--- src/rtl/rf_write_sched.sv ---
// rtl/rf_write_sched.sv - write-port scheduler and busy scoreboard for the 32x32 register file
//
// Merges three write sources onto the single register-file write port:
// writeback (highest priority, never stalled), an aged long-latency (LU)
// result, the JAL link queue head (always r31), and a fresh LU result.
// Also tracks per-register busy bits for outstanding long-latency ops so
// decode can stall on them.
//
// Ports:
//   clk, reset            clock, asynchronous active-low reset
//   wb_we/wb_nd/wb_di     writeback write request
//   jal_valid/jal_data    push a link value destined for r31
//   jal_full, lq_ovf      link queue full, sticky overflow (dropped push)
//   lu_valid/lu_nd/lu_di  long-latency result, held until lu_ready
//   lu_ready              LU result accepted this cycle (combinational)
//   iss_valid/iss_nd      long-latency op issued to destination iss_nd
//   rs, rt, stall         decode sources and resulting stall (combinational)
//   busy                  scoreboard
//   WriteReg/ND/DI        registered register-file write port

module rf_write_sched #(
    parameter int LQ_DEPTH = 2,
    parameter int AGE_MAX  = 4
) (
    input  logic        clk,
    input  logic        reset,
    input  logic        wb_we,
    input  logic [4:0]  wb_nd,
    input  logic [31:0] wb_di,
    input  logic        jal_valid,
    input  logic [31:0] jal_data,
    output logic        jal_full,
    output logic        lq_ovf,
    input  logic        lu_valid,
    input  logic [4:0]  lu_nd,
    input  logic [31:0] lu_di,
    output logic        lu_ready,
    input  logic        iss_valid,
    input  logic [4:0]  iss_nd,
    input  logic [4:0]  rs,
    input  logic [4:0]  rt,
    output logic        stall,
    output logic [31:0] busy,
    output logic        WriteReg,
    output logic [4:0]  ND,
    output logic [31:0] DI
);

    localparam int LQ_PW = (LQ_DEPTH > 1) ? $clog2(LQ_DEPTH) : 1;
    localparam int LQ_CW = LQ_PW + 1;
    localparam int AGE_W = $clog2(AGE_MAX + 1);

    localparam logic [LQ_CW-1:0] LQ_FULL_CNT = LQ_CW'(LQ_DEPTH);
    localparam logic [AGE_W-1:0] AGE_LIMIT   = AGE_W'(AGE_MAX);
    localparam logic [4:0]       LINK_REG    = 5'd31;

    // link queue state
    logic [31:0]      lq_mem_q [LQ_DEPTH];
    logic [31:0]      lq_mem_d [LQ_DEPTH];
    logic [LQ_PW-1:0] rd_ptr_q, rd_ptr_d;
    logic [LQ_PW-1:0] wr_ptr_q, wr_ptr_d;
    logic [LQ_CW-1:0] count_q, count_d;
    logic             lq_ovf_q, lq_ovf_d;

    // LU aging and scoreboard
    logic [AGE_W-1:0] age_q, age_d;
    logic [31:0]      busy_q, busy_d;

    // registered write port
    logic             write_reg_q, write_reg_d;
    logic [4:0]       nd_q, nd_d;
    logic [31:0]      di_q, di_d;

    // arbitration
    logic lq_empty;
    logic lq_full;
    logic lu_aged;
    logic grant_wb;
    logic grant_lu;
    logic grant_lq;
    logic do_push;

    assign lq_empty = (count_q == '0);
    assign lq_full  = (count_q == LQ_FULL_CNT);
    assign lu_aged  = lu_valid && (age_q >= AGE_LIMIT);

    assign grant_wb = wb_we;
    // A fresh LU result only beats the link queue once it has aged; before
    // that it wins only when the queue has nothing to offer.
    assign grant_lu = !wb_we && lu_valid && (lu_aged || lq_empty);
    assign grant_lq = !wb_we && !lu_aged && !lq_empty;

    // A pop in the same cycle frees a slot, so a push into a full queue is
    // accepted then; the new entry lands behind the head and is never the
    // one popped this cycle.
    assign do_push  = jal_valid && (!lq_full || grant_lq);

    always_comb begin
        lq_mem_d = lq_mem_q;
        rd_ptr_d = rd_ptr_q;
        wr_ptr_d = wr_ptr_q;
        count_d  = count_q;
        lq_ovf_d = lq_ovf_q;

        if (do_push) begin
            lq_mem_d[wr_ptr_q] = jal_data;
            wr_ptr_d           = wr_ptr_q + LQ_PW'(1);
        end
        if (grant_lq) begin
            rd_ptr_d = rd_ptr_q + LQ_PW'(1);
        end
        if (do_push && !grant_lq) begin
            count_d = count_q + LQ_CW'(1);
        end else if (!do_push && grant_lq) begin
            count_d = count_q - LQ_CW'(1);
        end
        if (jal_valid && !do_push) begin
            lq_ovf_d = 1'b1;
        end
    end

    always_comb begin
        age_d = age_q;
        if (!lu_valid || grant_lu) begin
            age_d = '0;
        end else if (age_q < AGE_LIMIT) begin
            age_d = age_q + AGE_W'(1);
        end
    end

    // Clear first, then set, so an issue to the same register that the LU
    // retires this cycle leaves it busy.
    always_comb begin
        busy_d = busy_q;
        if (grant_lu) begin
            busy_d[lu_nd] = 1'b0;
        end
        if (iss_valid && (iss_nd != 5'd0)) begin
            busy_d[iss_nd] = 1'b1;
        end
    end

    // Grants to r0 still update ND/DI but never raise WriteReg.
    always_comb begin
        write_reg_d = 1'b0;
        nd_d        = nd_q;
        di_d        = di_q;
        if (grant_wb) begin
            nd_d        = wb_nd;
            di_d        = wb_di;
            write_reg_d = (wb_nd != 5'd0);
        end else if (grant_lu) begin
            nd_d        = lu_nd;
            di_d        = lu_di;
            write_reg_d = (lu_nd != 5'd0);
        end else if (grant_lq) begin
            nd_d        = LINK_REG;
            di_d        = lq_mem_q[rd_ptr_q];
            write_reg_d = 1'b1;
        end
    end

    always_ff @(posedge clk or negedge reset) begin
        if (!reset) begin
            rd_ptr_q    <= '0;
            wr_ptr_q    <= '0;
            count_q     <= '0;
            lq_ovf_q    <= 1'b0;
            age_q       <= '0;
            busy_q      <= '0;
            write_reg_q <= 1'b0;
            nd_q        <= '0;
            di_q        <= '0;
        end else begin
            rd_ptr_q    <= rd_ptr_d;
            wr_ptr_q    <= wr_ptr_d;
            count_q     <= count_d;
            lq_ovf_q    <= lq_ovf_d;
            age_q       <= age_d;
            busy_q      <= busy_d;
            write_reg_q <= write_reg_d;
            nd_q        <= nd_d;
            di_q        <= di_d;
        end
    end

    // Queue payload needs no reset: the count alone decides validity.
    always_ff @(posedge clk) begin
        lq_mem_q <= lq_mem_d;
    end

    // Handshake and stall are forced low while reset is held so no source
    // believes it was accepted during reset.
    assign lu_ready = reset && grant_lu;
    assign stall    = reset && (busy_q[rs] || busy_q[rt] ||
                      (!lq_empty && ((rs == LINK_REG) || (rt == LINK_REG))));

    assign jal_full = lq_full;
    assign lq_ovf   = lq_ovf_q;
    assign busy     = busy_q;
    assign WriteReg = write_reg_q;
    assign ND       = nd_q;
    assign DI       = di_q;

endmodule
--- config.mk ---
export PLATFORM = sky130hd
export DESIGN_NAME = rf_write_sched
export DESIGN_NICKNAME = d
export VERILOG_FILES = /design/src/rtl/rf_write_sched.sv
export SDC_FILE = /design/constraint.sdc
export NUM_CORES = 1
export LEC_CHECK = 0
export BUFFER_PORTS_ARGS = -buffer_cell sky130_fd_sc_hd__clkbuf_2
export CAP_MARGIN = 20
export CORE_ASPECT_RATIO = 0.7
export CORE_MARGIN = 2
export CORE_UTILIZATION = 55
export DETAILED_ROUTE_END_ITERATION = 7
export HOLD_SLACK_MARGIN = 0.08
export PLACE_DENSITY = 0.86
export SLEW_MARGIN = 20
export SYNTH_ARGS = -nofsm -noshare
export SYNTH_HDL_FRONTEND = slang
export SYNTH_SLANG_ARGS = --single-unit
export TNS_END_PERCENT = 30
--- constraint.sdc ---
create_clock -name clk -period 7.27 [get_ports clk]
set_clock_uncertainty 0.2 [all_clocks]
set_input_delay 0.727 -clock clk [delete_from_list [all_inputs] [get_ports clk]]
set_output_delay 0.727 -clock clk [all_outputs]
set_load 0.02 [all_outputs]
**Word level (Yosys, flattened, before mapping)**

Index checks and enable logic that the tools add are counted.

- Output and inout bits: 74
- Flip-flop bits (word level): 142

- Add/sub/neg operators: 5
- Magnitude comparators: 11
- Equality and inequality tests: 3
- Reduce and logical (&&, ||, !) cells: 36
- Bitwise gates (word level): 5
- Muxes and demuxes: 29

Operators by type and width:

| operator | count |
|---|---|
| 2-to-1 mux 32 bit | 9 |
| bitwise mux 64 bit | 1 |
| bitwise AND 32 bit | 1 |
| demux 32 bit (select 1 bit) | 1 |
| NOT 32 bit | 1 |
| OR 32 bit | 1 |
| less-than comparator 5 x 6 -> 1 bit, second input constant | 4 |
| logical AND 1 bit | 16 |
| 2-to-1 mux 5 bit | 3 |
| nonzero test 5 bit | 3 |
| binary-select mux 1 bit (select 5 bit) | 2 |
| demux 1 bit (select 5 bit) | 2 |
| equality test 5 bit, second input constant | 2 |
| greater-or-equal comparator 5 x 1 -> 1 bit, second input constant | 2 |
| zero test 1 bit | 7 |
| 2-to-1 mux 1 bit | 7 |
| logical OR 1 bit | 6 |
| 2-to-1 mux 3 bit | 2 |
| greater-or-equal comparator 2 bit, second input constant | 2 |
| 2-to-1 mux 2 bit | 2 |
| NOT 1 -> 2 bit | 2 |
| nonzero test 2 bit | 2 |
| adder 3 x 1 -> 3 bit, second input constant | 1 |
| greater-or-equal comparator 3 bit, second input constant | 1 |
| 8 further kinds | 9 |

**Depth between registers and ports, before layout**

Gate-level depths: netlist of the first run.

- Depth after elaboration: 11
- Gate-level depth with buffers: 9
- Gate-level depth less buffers: 8

**Worst setup path before layout of the first run**

Ideal clock, no wire load.

- Kind: input port to flip-flop
- From: input wb_we
- To: register lq_mem_q[0] (netlist name), enable pin
- Cell stages on the path: 4
- Buffers on the path: 1
- Arrival time: 2.831 ns
- Setup slack: 3.818 ns
- Required time: 6.649 ns
- Setup time: 0.421 ns
- Cell sequence: clkbuf_1 -> a211oi_1 -> o21ai_0 -> nor2_1

- Longest elaborated chain between the ends: 5

Ends and longest elaborated chain:

| element | line | text |
|---|---|---|
| from (decl) | 27 | `input logic wb_we,` |
| zero test 1 bit | 91 | `assign grant_lq = !wb_we && !lu_aged && !lq_empty;` |
| logical AND 1 bit (2 in series) | 91 |  |
| logical OR 1 bit | 96 | `assign do_push = jal_valid && (!lq_full \|\| grant_lq);` |
| logical AND 1 bit | 96 |  |
| to (signal assigned) | 189 | `lq_mem_q <= lq_mem_d;` |
| to (decl) | 58 | `logic [31:0] lq_mem_q [LQ_DEPTH];` |

No other way between the ends.
A chain may end at the register's enable or synchronous reset.

**Worst setup path after layout of the first run**

- From: input rs[0]
- To: output stall

- Longest elaborated chain between the ends: 5
- Elaborated cells between the ends (all ways): 8
- Classes of those cells: eq/ne: 1; mux: 2; reduce/logical: 5

Ends and longest elaborated chain:

| element | line | text |
|---|---|---|
| from (decl) | 40 | `input logic [4:0] rs,` |
| binary-select mux 1 bit (select 5 bit) / equality test 5 bit (equally long branches) | 195, 196 |  |
| 2-to-1 mux 1 bit (implied by the code) / logical OR 1 bit (equally long branches) | 195, 196 |  |
| logical OR 1 bit / logical AND 1 bit (equally long branches) | 195, 196 |  |
| logical OR 1 bit (*) | 195 | `assign stall = reset && (busy_q[rs] \|\| busy_q[rt] \|\|` |
| logical AND 1 bit (*) | 195 |  |
| to (decl) | 42 | `output logic stall,` |

Every way passes the cells marked *; elsewhere a longest branch is shown, timed or not. The select of a mux whose other input is x is not followed.

==> impl_metrics.env, run 1 <==
export IMPL_status="complete, no violations"
export IMPL_endpoint_kind="primary output"
export IMPL_dp_cells=863
export IMPL_track_usage=0.286
export IMPL_crit_path_start="rs[0]"
export IMPL_vias=5435
export IMPL_drv_cap=0
export IMPL_fp_dieW_um=134
export IMPL_combPwrFrac=0.308
export IMPL_p_leak_nw=3.48
export IMPL_post_drt_wl_per_cell_um=20.2
export IMPL_chipHeight_um=95.1
export IMPL_postLayoutCoreUtil=0.703
export IMPL_clock_path_buffers=2
export IMPL_crit_type="in2out"
export IMPL_syn_nets=666
export IMPL_rows=33
export IMPL_cts_tree="yes"
export IMPL_finalMaxSlewViolations=0
export IMPL_path_delay_family="multiplexers"
export IMPL_clk_pin_slew_ns=0.06
export IMPL_cp_data_required_time_ns=6.34
export IMPL_setup_viol=0
export IMPL_crit_chain="clkbuf_2 -> mux4_1 -> mux4_2 -> nor2b_1 -> o41a_1 -> clkbuf_2"
export IMPL_portBuffers=200
export IMPL_grt_max_degree=81
export IMPL_synth_edff_count=64
export IMPL_ys_warn_count=0
export IMPL_critical_path_depth=6
export IMPL_max_stage_delay_ns=0.59
export IMPL_overflow=0
export IMPL_netlist_area_mm2=0.00651
export IMPL_drc=0
export IMPL_drt_vias_per_instance=6.07
export IMPL_period_share=0.507
export IMPL_postRouteAntennaNets=0
export IMPL_ios=201
export IMPL_final_cell_mix="clkbuf_2 (199), dfrtp_1 (78), o21ai_0 (64), edfxtp_1 (64), nor2_1 (40)"
export IMPL_post_cts_buffers=0
export IMPL_crit_path_end="stall"
export IMPL_start_kind="primary input"
export IMPL_arrival_ns=2.76
export IMPL_postLayoutCellArea_mm2=0.00818
export IMPL_cts_resized_gates=0
export IMPL_coreArea_mm2=0.0116
export IMPL_clk_latency_ns=0.42
export IMPL_first_pass_iters=5
export IMPL_fillCellCount=829
export IMPL_r2r_start="count_q[0]"
export IMPL_worst_slew_pin_transition_ns=0.987
export IMPL_cts_sinks=142
export IMPL_start_util=0.559
export IMPL_ys_flop_type="dfrtp_1"
export IMPL_synth_top_family_by_area="compound AO/OA/AOI/OAI gates"
export IMPL_synthAdderAreaFrac=0.00384
export IMPL_hold_ws_ns=0.156
export IMPL_final_cell_count_no_fill=896
export IMPL_dp_hpwl_um=12500
export IMPL_period_needed_ns=3.68
export IMPL_syn_inst=537
export IMPL_mostFrequentLayoutCell="clkbuf_2"
export IMPL_grt_pass1_wl_um=27300
export IMPL_rsz0062_at_grt="no"
export IMPL_r2r_end="lq_mem_q[22]"
export IMPL_internal_power_w=0.00191
export IMPL_synth_mux_area_frac=0.116
export IMPL_num_nets_final=854
export IMPL_ys_types=47
export IMPL_pwr_share_clk=0.273
export IMPL_max_freq_ghz=0.272
export IMPL_ys_ff_latch=142
export IMPL_powerDensity_mw_per_mm2=361
export IMPL_r2r_cells=4
export IMPL_htreeDepth=4
export IMPL_cpMostUsedCell="clkbuf_2"
export IMPL_ctsHoldBuffers=0
export IMPL_pwr_share_seq=0.419
export IMPL_synth_compound_area_frac=0.151
export IMPL_cts_made_buffers=17
export IMPL_drive_above_1_share=0.383
export IMPL_die_area_mm2=0.0127
export IMPL_slew_headroom=0.335
export IMPL_totalWireLength_um=18100
export IMPL_p_switching_w=0.00105
export IMPL_first_global_vias=5279
export IMPL_routabilityCongestion=0.928
export IMPL_area_growth_pct=25.6
export IMPL_synthSimpleGateAreaFrac=0.0989
export IMPL_cp_num_buf_inv=2
export IMPL_vdd_drop_max_uv=232
export IMPL_p_sw_frac=0.354
export IMPL_seq_area_frac_synth=0.595
export IMPL_ctsRootBufferMaster="clkbuf_16"
export IMPL_drt_iter0_drc=547
export IMPL_synth_xor_area_frac=0.00807
export IMPL_cp_max_fo=11
export IMPL_async_flop_share=0.549
export IMPL_hold_violations=0
export IMPL_setup_tns_ns=0
export IMPL_hold_path_class="in2async"
export IMPL_r2r_slack_ns=4.10
export IMPL_placed_area_mm2=0.00762
export IMPL_cp_slowest_cell="mux4_1"
export IMPL_syn_area_per_cell_um2=12.1
export IMPL_antenna_found_initial=1
==> routing by layer <==
| metal | GRT usage | vias up | wire, µm |
|---|---|---|---|
| li1 | - | 2424 | - |
| met1 | 0.382 | 2652 | 7290 |
| met2 | 0.448 | 322 | 8610 |
| met3 | 0.0824 | 37 | 1840 |
| met4 | 0.118 | 0 | 399 |
| met5 | 0 | - | 0 |
==> cells in the mapped netlist (all sizes together) (2+ instances only) <==
library cell | count | area [µm²]
nand3b | 8 | 60.1
edfxtp | 64 | 1920
nand3 | 8 | 40.0
inv | 10 | 37.5
o22ai | 7 | 43.8
mux4 | 15 | 360
dfrtp | 78 | 1950
a22oi | 29 | 218
and2 | 3 | 18.8
a211o | 7 | 61.3
o31ai | 3 | 22.5
o21ai | 64 | 320
a221oi | 2 | 17.5
or4 | 2 | 15.0
a31oi | 32 | 200
nand2b | 3 | 18.8
or3 | 3 | 18.8
ha | 2 | 25.0
xor2 | 3 | 26.3
mux2i | 7 | 70.1
buf | 5 | 31.3
nor2b | 5 | 31.3
or3b | 5 | 43.8
nand2 | 39 | 146
nor2 | 43 | 161
a21oi | 6 | 30.0
clkbuf | 29 | 109
and3 | 3 | 18.8
xnor2 | 3 | 26.3
nor3 | 8 | 40.0
mux2 | 29 | 327
==> through the flow <==
step | setup slack (ns) | power, W
after global placement | 3.60 | 0.00210
after global routing | 3.54 | 0.00309
after CTS | 3.59 | 0.00295
final | 3.59 | 0.00295
after detailed placement | 3.59 | 0.00215
after floorplan | 3.82 | 0.00180
==> layout make-up <==
type,instances,area [µm²],area share
inverters,10,37.5,0.00459
repair buffers,203,1030,0.126
multi-input cells,351,2490,0.305
clock inverters,14,121,0.0148
clock buffers,18,429,0.0524
diodes,1,2.50,0.000306
well taps,157,196,0.0240
flip-flops and latches,142,3870,0.473
==> power groups by stage <==
stage          clock network (W)  logic, W  registers (W)
3_3_place_gp                   0  0.000874        0.00123
5_1_grt                 0.000845  0.000988        0.00125
3_5_place_dp                   0  0.000902        0.00124
4_1_cts                 0.000810  0.000912        0.00123
6_report                0.000805  0.000910        0.00124
2_1_floorplan                  0  0.000462        0.00134
==> cells by family after synthesis <==
group | after synthesis
compound gates | 158
flops | 142
simple gates | 134
mux | 51
buf+inv | 44
xor+xnor | 6
fa+ha+maj | 2
==> sequential cells by signal, summed over array words and instances (netlist names) <==
| signal | count |
|---|---|
| lq_mem_q | 64 |
| DI | 32 |
| busy | 32 |
| ND | 5 |
| age_q | 3 |
| count_q | 2 |
| WriteReg | 1 |
| lq_ovf | 1 |
| rd_ptr_q | 1 |
| wr_ptr_q | 1 |
==> worst min-delay path by stage <==
stage,startpoint,end,cells past startpoint
after floorplan,reset,DI[0],0
after global placement,lq_ovf,lq_ovf,1
after detailed placement,lq_ovf,lq_ovf,1
after CTS,jal_data[29],lq_mem_q[61],1
after global routing,reset,busy[14],1
final,reset,busy[14],1
(Power assumes the default switching activity.)
==> inputs of run 2 (changes only) <==
Settings changed: CORE_UTILIZATION 55 to 51, PLACE_DENSITY 0.86 to 0.81.
Clock period 7.27 ns to 3.47 ns, I/O delays scaled along.
==> impl_metrics.env, run 2 (synthesis gave the netlist of run 1 again) <==
export IMPL_clk_pin_slew_ns=0.06
export IMPL_start_util=0.524
export IMPL_min_to="DI[7]"
export IMPL_final_cell_count_no_fill=965
export IMPL_mostFrequentLayoutCell="clkbuf_2"
export IMPL_rsz0062_at_grt="no"
export IMPL_worst_slew_pin_transition_ns=0.951
export IMPL_htreeDepth=4
export IMPL_largest_reg_flops=64
export IMPL_clock_path_buffers=2
export IMPL_ios=201
export IMPL_antenna_cells=0
export IMPL_powerDensity_mw_per_mm2=723
export IMPL_r2r_end="lq_mem_q[55]"
export IMPL_ctsHoldBuffers=60
export IMPL_post_drt_wl_per_cell_um=19.8
export IMPL_r2r_start="count_q[0]"
export IMPL_drc=0
export IMPL_endpoint_kind="primary output"
export IMPL_area_growth_pct=36.1
export IMPL_r2r_cells=5
export IMPL_slew_headroom=0.366
export IMPL_grt_max_degree=70
export IMPL_die_area_mm2=0.0137
export IMPL_dp_hpwl_um=12800
export IMPL_holdCritStartpoint="wb_di[7]"
export IMPL_setup_tns_ns=0
export IMPL_chipHeight_um=98.6
export IMPL_arrival_ns=2.55
export IMPL_start_kind="flip-flop"
export IMPL_fillCellCount=839
export IMPL_portBuffers=200
export IMPL_clk_latency_ns=0.41
export IMPL_cts_made_buffers=17
export IMPL_worstHoldPathCells=3
export IMPL_period_share=0.892
export IMPL_crit_type="reg2out"
export IMPL_overflow=0
export IMPL_postRouteAntennaNets=0
export IMPL_cts_tree="yes"
export IMPL_top_register="lq_mem_q"
export IMPL_regArea_mm2=0.00387
export IMPL_multiInputGateArea_mm2=0.00249
export IMPL_routabilityCongestion=0.919
export IMPL_cts_resized_gates=0
export IMPL_cp_data_required_time_ns=2.92
export IMPL_drt_vias_per_instance=5.92
export IMPL_dp_cells=873
export IMPL_totalWireLength_um=19100
export IMPL_drive_above_1_share=0.359
export IMPL_track_usage=0.279
export IMPL_setup_viol=0
export IMPL_status="complete, no violations"
export IMPL_vdd_drop_max_uv=511
export IMPL_drt_iter0_drc=528
export IMPL_final_cell_mix="clkbuf_2 (199), dfrtp_1 (78), o21ai_0 (64), edfxtp_1 (64), dlygate4sd3_1 (60)"
export IMPL_r2r_slack_ns=0.84
export IMPL_ctsRootBufferMaster="clkbuf_16"
export IMPL_drv_cap=0
export IMPL_vias=5713
export IMPL_grt_pass1_wl_um=29800
export IMPL_p_leak_nw=3.78
export IMPL_num_nets_final=919
export IMPL_post_cts_buffers=0
export IMPL_coreArea_mm2=0.0124
export IMPL_finalMaxSlewViolations=0
export IMPL_max_freq_ghz=0.323
export IMPL_cts_sinks=142
export IMPL_antenna_found_initial=0
export IMPL_period_needed_ns=3.10
export IMPL_hold_violations=0
export IMPL_cp_max_fo=4
export IMPL_hold_path_class="in2reg"
export IMPL_fp_dieW_um=139
export IMPL_first_global_vias=5803
export IMPL_rows=34
export IMPL_first_pass_iters=5
==> run 2: critical path, stage by stage, from the launching register on <==
cell and delay [ns]:
dfrtp_1 0.43, mux4_1 0.56, mux4_2 0.46, nor2b_1 0.14, o41a_1 0.40, clkbuf_2 0.16
==> run 2: layout make-up <==
cell class	count	share of cell area
sequential	142	0.437
multi-input combinational	351	0.281
timing repair buffer	268	0.188
clock buffer	19	0.0488
tap	162	0.0229
clock inverter	13	0.0186
inverter	10	0.00423
==> run 2: through the flow <==
| stage | instance area (µm²) | total power (W) | setup WS, ns | hold WS, ns | utilization |
|---|---|---|---|---|---|
| 3_5_place_dp | 7660 | 0.00450 | 0.548 | 0.0746 | 0.617 |
| 4_1_cts | 8860 | 0.00641 | 0.371 | 0.0801 | 0.713 |
| 5_1_grt | 8860 | 0.00671 | 0.329 | 0.0868 | 0.714 |
| 6_report | 8860 | 0.00641 | 0.374 | 0.0850 | 0.714 |
| 2_1_floorplan | 6510 | 0.00377 | 0.228 | -0.149 | - |
| 3_3_place_gp | 7660 | 0.00441 | 0.537 | 0.0681 | 0.617 |
==> run 2: layer usage <==
metal | part of all wire | track usage | wire (µm) | vias up
met5 | 0 | 0 | 0 | -
met4 | 0.021 | 0.102 | 399 | 0
met3 | 0.084 | 0.0680 | 1610 | 41
met2 | 0.49 | 0.463 | 9290 | 323
met1 | 0.41 | 0.364 | 7770 | 2798
li1 | - | - | - | 2551
==> run 2: worst max-delay path by stage <==
stage | from | slack [ns] | endpoint
floorplan | count_q[0] | 0.23 | lq_mem_q[0]
detailed placement | rs[0] | 0.55 | stall
global route | busy[1] | 0.33 | stall
finish | busy[1] | 0.37 | stall
global placement | rs[0] | 0.54 | stall
CTS | busy[1] | 0.37 | stall
==> run 2: power breakdown <==
group / switching (W) / total, W / internal, W
Clock: 0.000713 / 0.00185 / 0.00114
Sequential: 0.000349 / 0.00260 / 0.00225
Combinational: 0.00114 / 0.00196 / 0.000817
Total: 0.00220 / 0.00641 / 0.00421
==> inputs of run 3 (changes only) <==
Settings changed: RECOVER_POWER set to 100.
==> impl_metrics.env, run 3 (synthesis gave the netlist of run 1 again) <==
export IMPL_post_drt_wl_per_cell_um=19.8
export IMPL_clk_latency_ns=0.41
export IMPL_start_kind="flip-flop"
export IMPL_grt_max_degree=70
export IMPL_powerDensity_mw_per_mm2=726
export IMPL_cp_data_required_time_ns=2.92
export IMPL_postLayoutCellArea_mm2=0.00873
export IMPL_htreeDepth=4
export IMPL_coreArea_mm2=0.0124
export IMPL_largest_reg_flops=64
export IMPL_clk_pin_slew_ns=0.06
export IMPL_grt_pass1_wl_um=29800
export IMPL_area_growth_pct=34.0
export IMPL_endpoint_kind="primary output"
export IMPL_top_register="lq_mem_q"
export IMPL_routabilityCongestion=0.919
export IMPL_antenna_cells=0
export IMPL_rows=34
export IMPL_p_leak_nw=3.48
export IMPL_die_area_mm2=0.0137
export IMPL_mostFrequentLayoutCell="clkbuf_1"
export IMPL_cts_sinks=142
export IMPL_ios=201
export IMPL_drv_cap=0
export IMPL_track_usage=0.279
export IMPL_hold_path_class="in2reg"
export IMPL_vias=5648
export IMPL_max_freq_ghz=0.321
export IMPL_postRouteAntennaNets=0
export IMPL_clock_path_buffers=2
export IMPL_multiInputGateArea_mm2=0.00249
export IMPL_overflow=0
export IMPL_regArea_mm2=0.00387
export IMPL_period_share=0.898
export IMPL_start_util=0.524
export IMPL_cp_slowest_cell="mux4_1"
export IMPL_antenna_found_initial=0
export IMPL_placed_area_mm2=0.00766
export IMPL_post_cts_buffers=0
export IMPL_drt_iter0_drc=524
export IMPL_totalWireLength_um=19100
export IMPL_drive_above_1_share=0.232
export IMPL_portBuffers=200
export IMPL_drt_vias_per_instance=5.85
export IMPL_status="complete, no violations"
export IMPL_period_needed_ns=3.12
export IMPL_setup_tns_ns=0
export IMPL_drc=0
export IMPL_fillCellCount=906
export IMPL_cts_tree="yes"
export IMPL_final_cell_mix="clkbuf_1 (103), clkbuf_2 (100), dfrtp_1 (78)"
export IMPL_ctsRootBufferMaster="clkbuf_16"
export IMPL_rsz0062_at_grt="no"
export IMPL_crit_type="reg2out"
export IMPL_first_pass_iters=5
export IMPL_dp_hpwl_um=12800
export IMPL_chipHeight_um=98.6
export IMPL_path_delay_family="multiplexers"
export IMPL_vdd_drop_max_uv=515
export IMPL_cp_num_buf_inv=1
export IMPL_hold_violations=0
export IMPL_cts_made_buffers=17
export IMPL_arrival_ns=2.57
export IMPL_num_nets_final=919
export IMPL_first_global_vias=5803
export IMPL_crit_chain="mux4_1 -> mux4_2 -> nor2b_1 -> o41a_1 -> clkbuf_1"
export IMPL_cp_max_fo=4
export IMPL_worst_slew_pin_transition_ns=1.41
export IMPL_slew_headroom=0.0612
export IMPL_fp_dieW_um=139
export IMPL_setup_viol=0
export IMPL_max_stage_delay_ns=0.56
export IMPL_finalMaxSlewViolations=0
-- run 3: final cells by class --
cell class | instances | area share
well taps | 162 | 0.0232
inverters | 10 | 0.00430
clock inverters | 13 | 0.0189
repair buffers | 268 | 0.175
flip-flops and latches | 142 | 0.444
multi-input cells | 351 | 0.285
clock buffers | 19 | 0.0496
-- run 3: power by group --
group | switching, W | total [W] | internal, W
clock | 0.000715 | 0.00185 | 0.00114
combinational | 0.00114 | 0.00188 | 0.000740
sequential | 0.000346 | 0.00260 | 0.00226
total | 0.00220 | 0.00634 | 0.00413
-- run 3: routing by layer --
layer	vias up	GRT usage	part of all wire
li1	2550	-	-
met1	2775	0.364	0.41
met4	0	0.102	0.018
met3	34	0.0680	0.078
met2	289	0.463	0.49
met5	-	0	0
-- run 3: what timing repair did --
| item | 4_1_cts | 5_1_grt |
|---|---|---|
| hold buffers | 60 | 0 |
| gates resized for setup | 0 | 0 |
| endpoints found under the hold margin | 115 | 0 |
-- run 3: worst register-to-register path, delay by kind of cell (launching register included) --
kind | cells | cell delay (ns)
buffers and inverters | 1 | 0.70
DFF | 1 | 0.49
and+or+nand+nor | 2 | 0.28
AOI/OAI and AO/OA | 2 | 0.84
-- run 3: final timing paths --
check,end,start,cells after the start,slack [ns]
max reg2reg,lq_mem_q[42],count_q[0],5,0.57
min,DI[7],wb_di[7],3,0.08
min reg2reg,lq_ovf,lq_ovf,1,0.27
max,stall,busy[1],5,0.35
max in group asynchronous,DI[24],reset,3,0.96
min in group asynchronous,busy[16],reset,2,0.66
-- run 3: stage by stage --
stage	hold slack [ns]	setup slack, ns	cells	total power (W)	util
6_report	0.0838	0.355	965	0.00634	0.703
5_1_grt	0.0868	0.220	965	0.00663	0.703
4_1_cts	0.0801	0.371	965	0.00641	0.713
3_5_place_dp	0.0746	0.548	873	0.00450	0.617
3_3_place_gp	0.0681	0.537	873	0.00441	0.617
2_1_floorplan	-0.149	0.228	537	0.00377	-
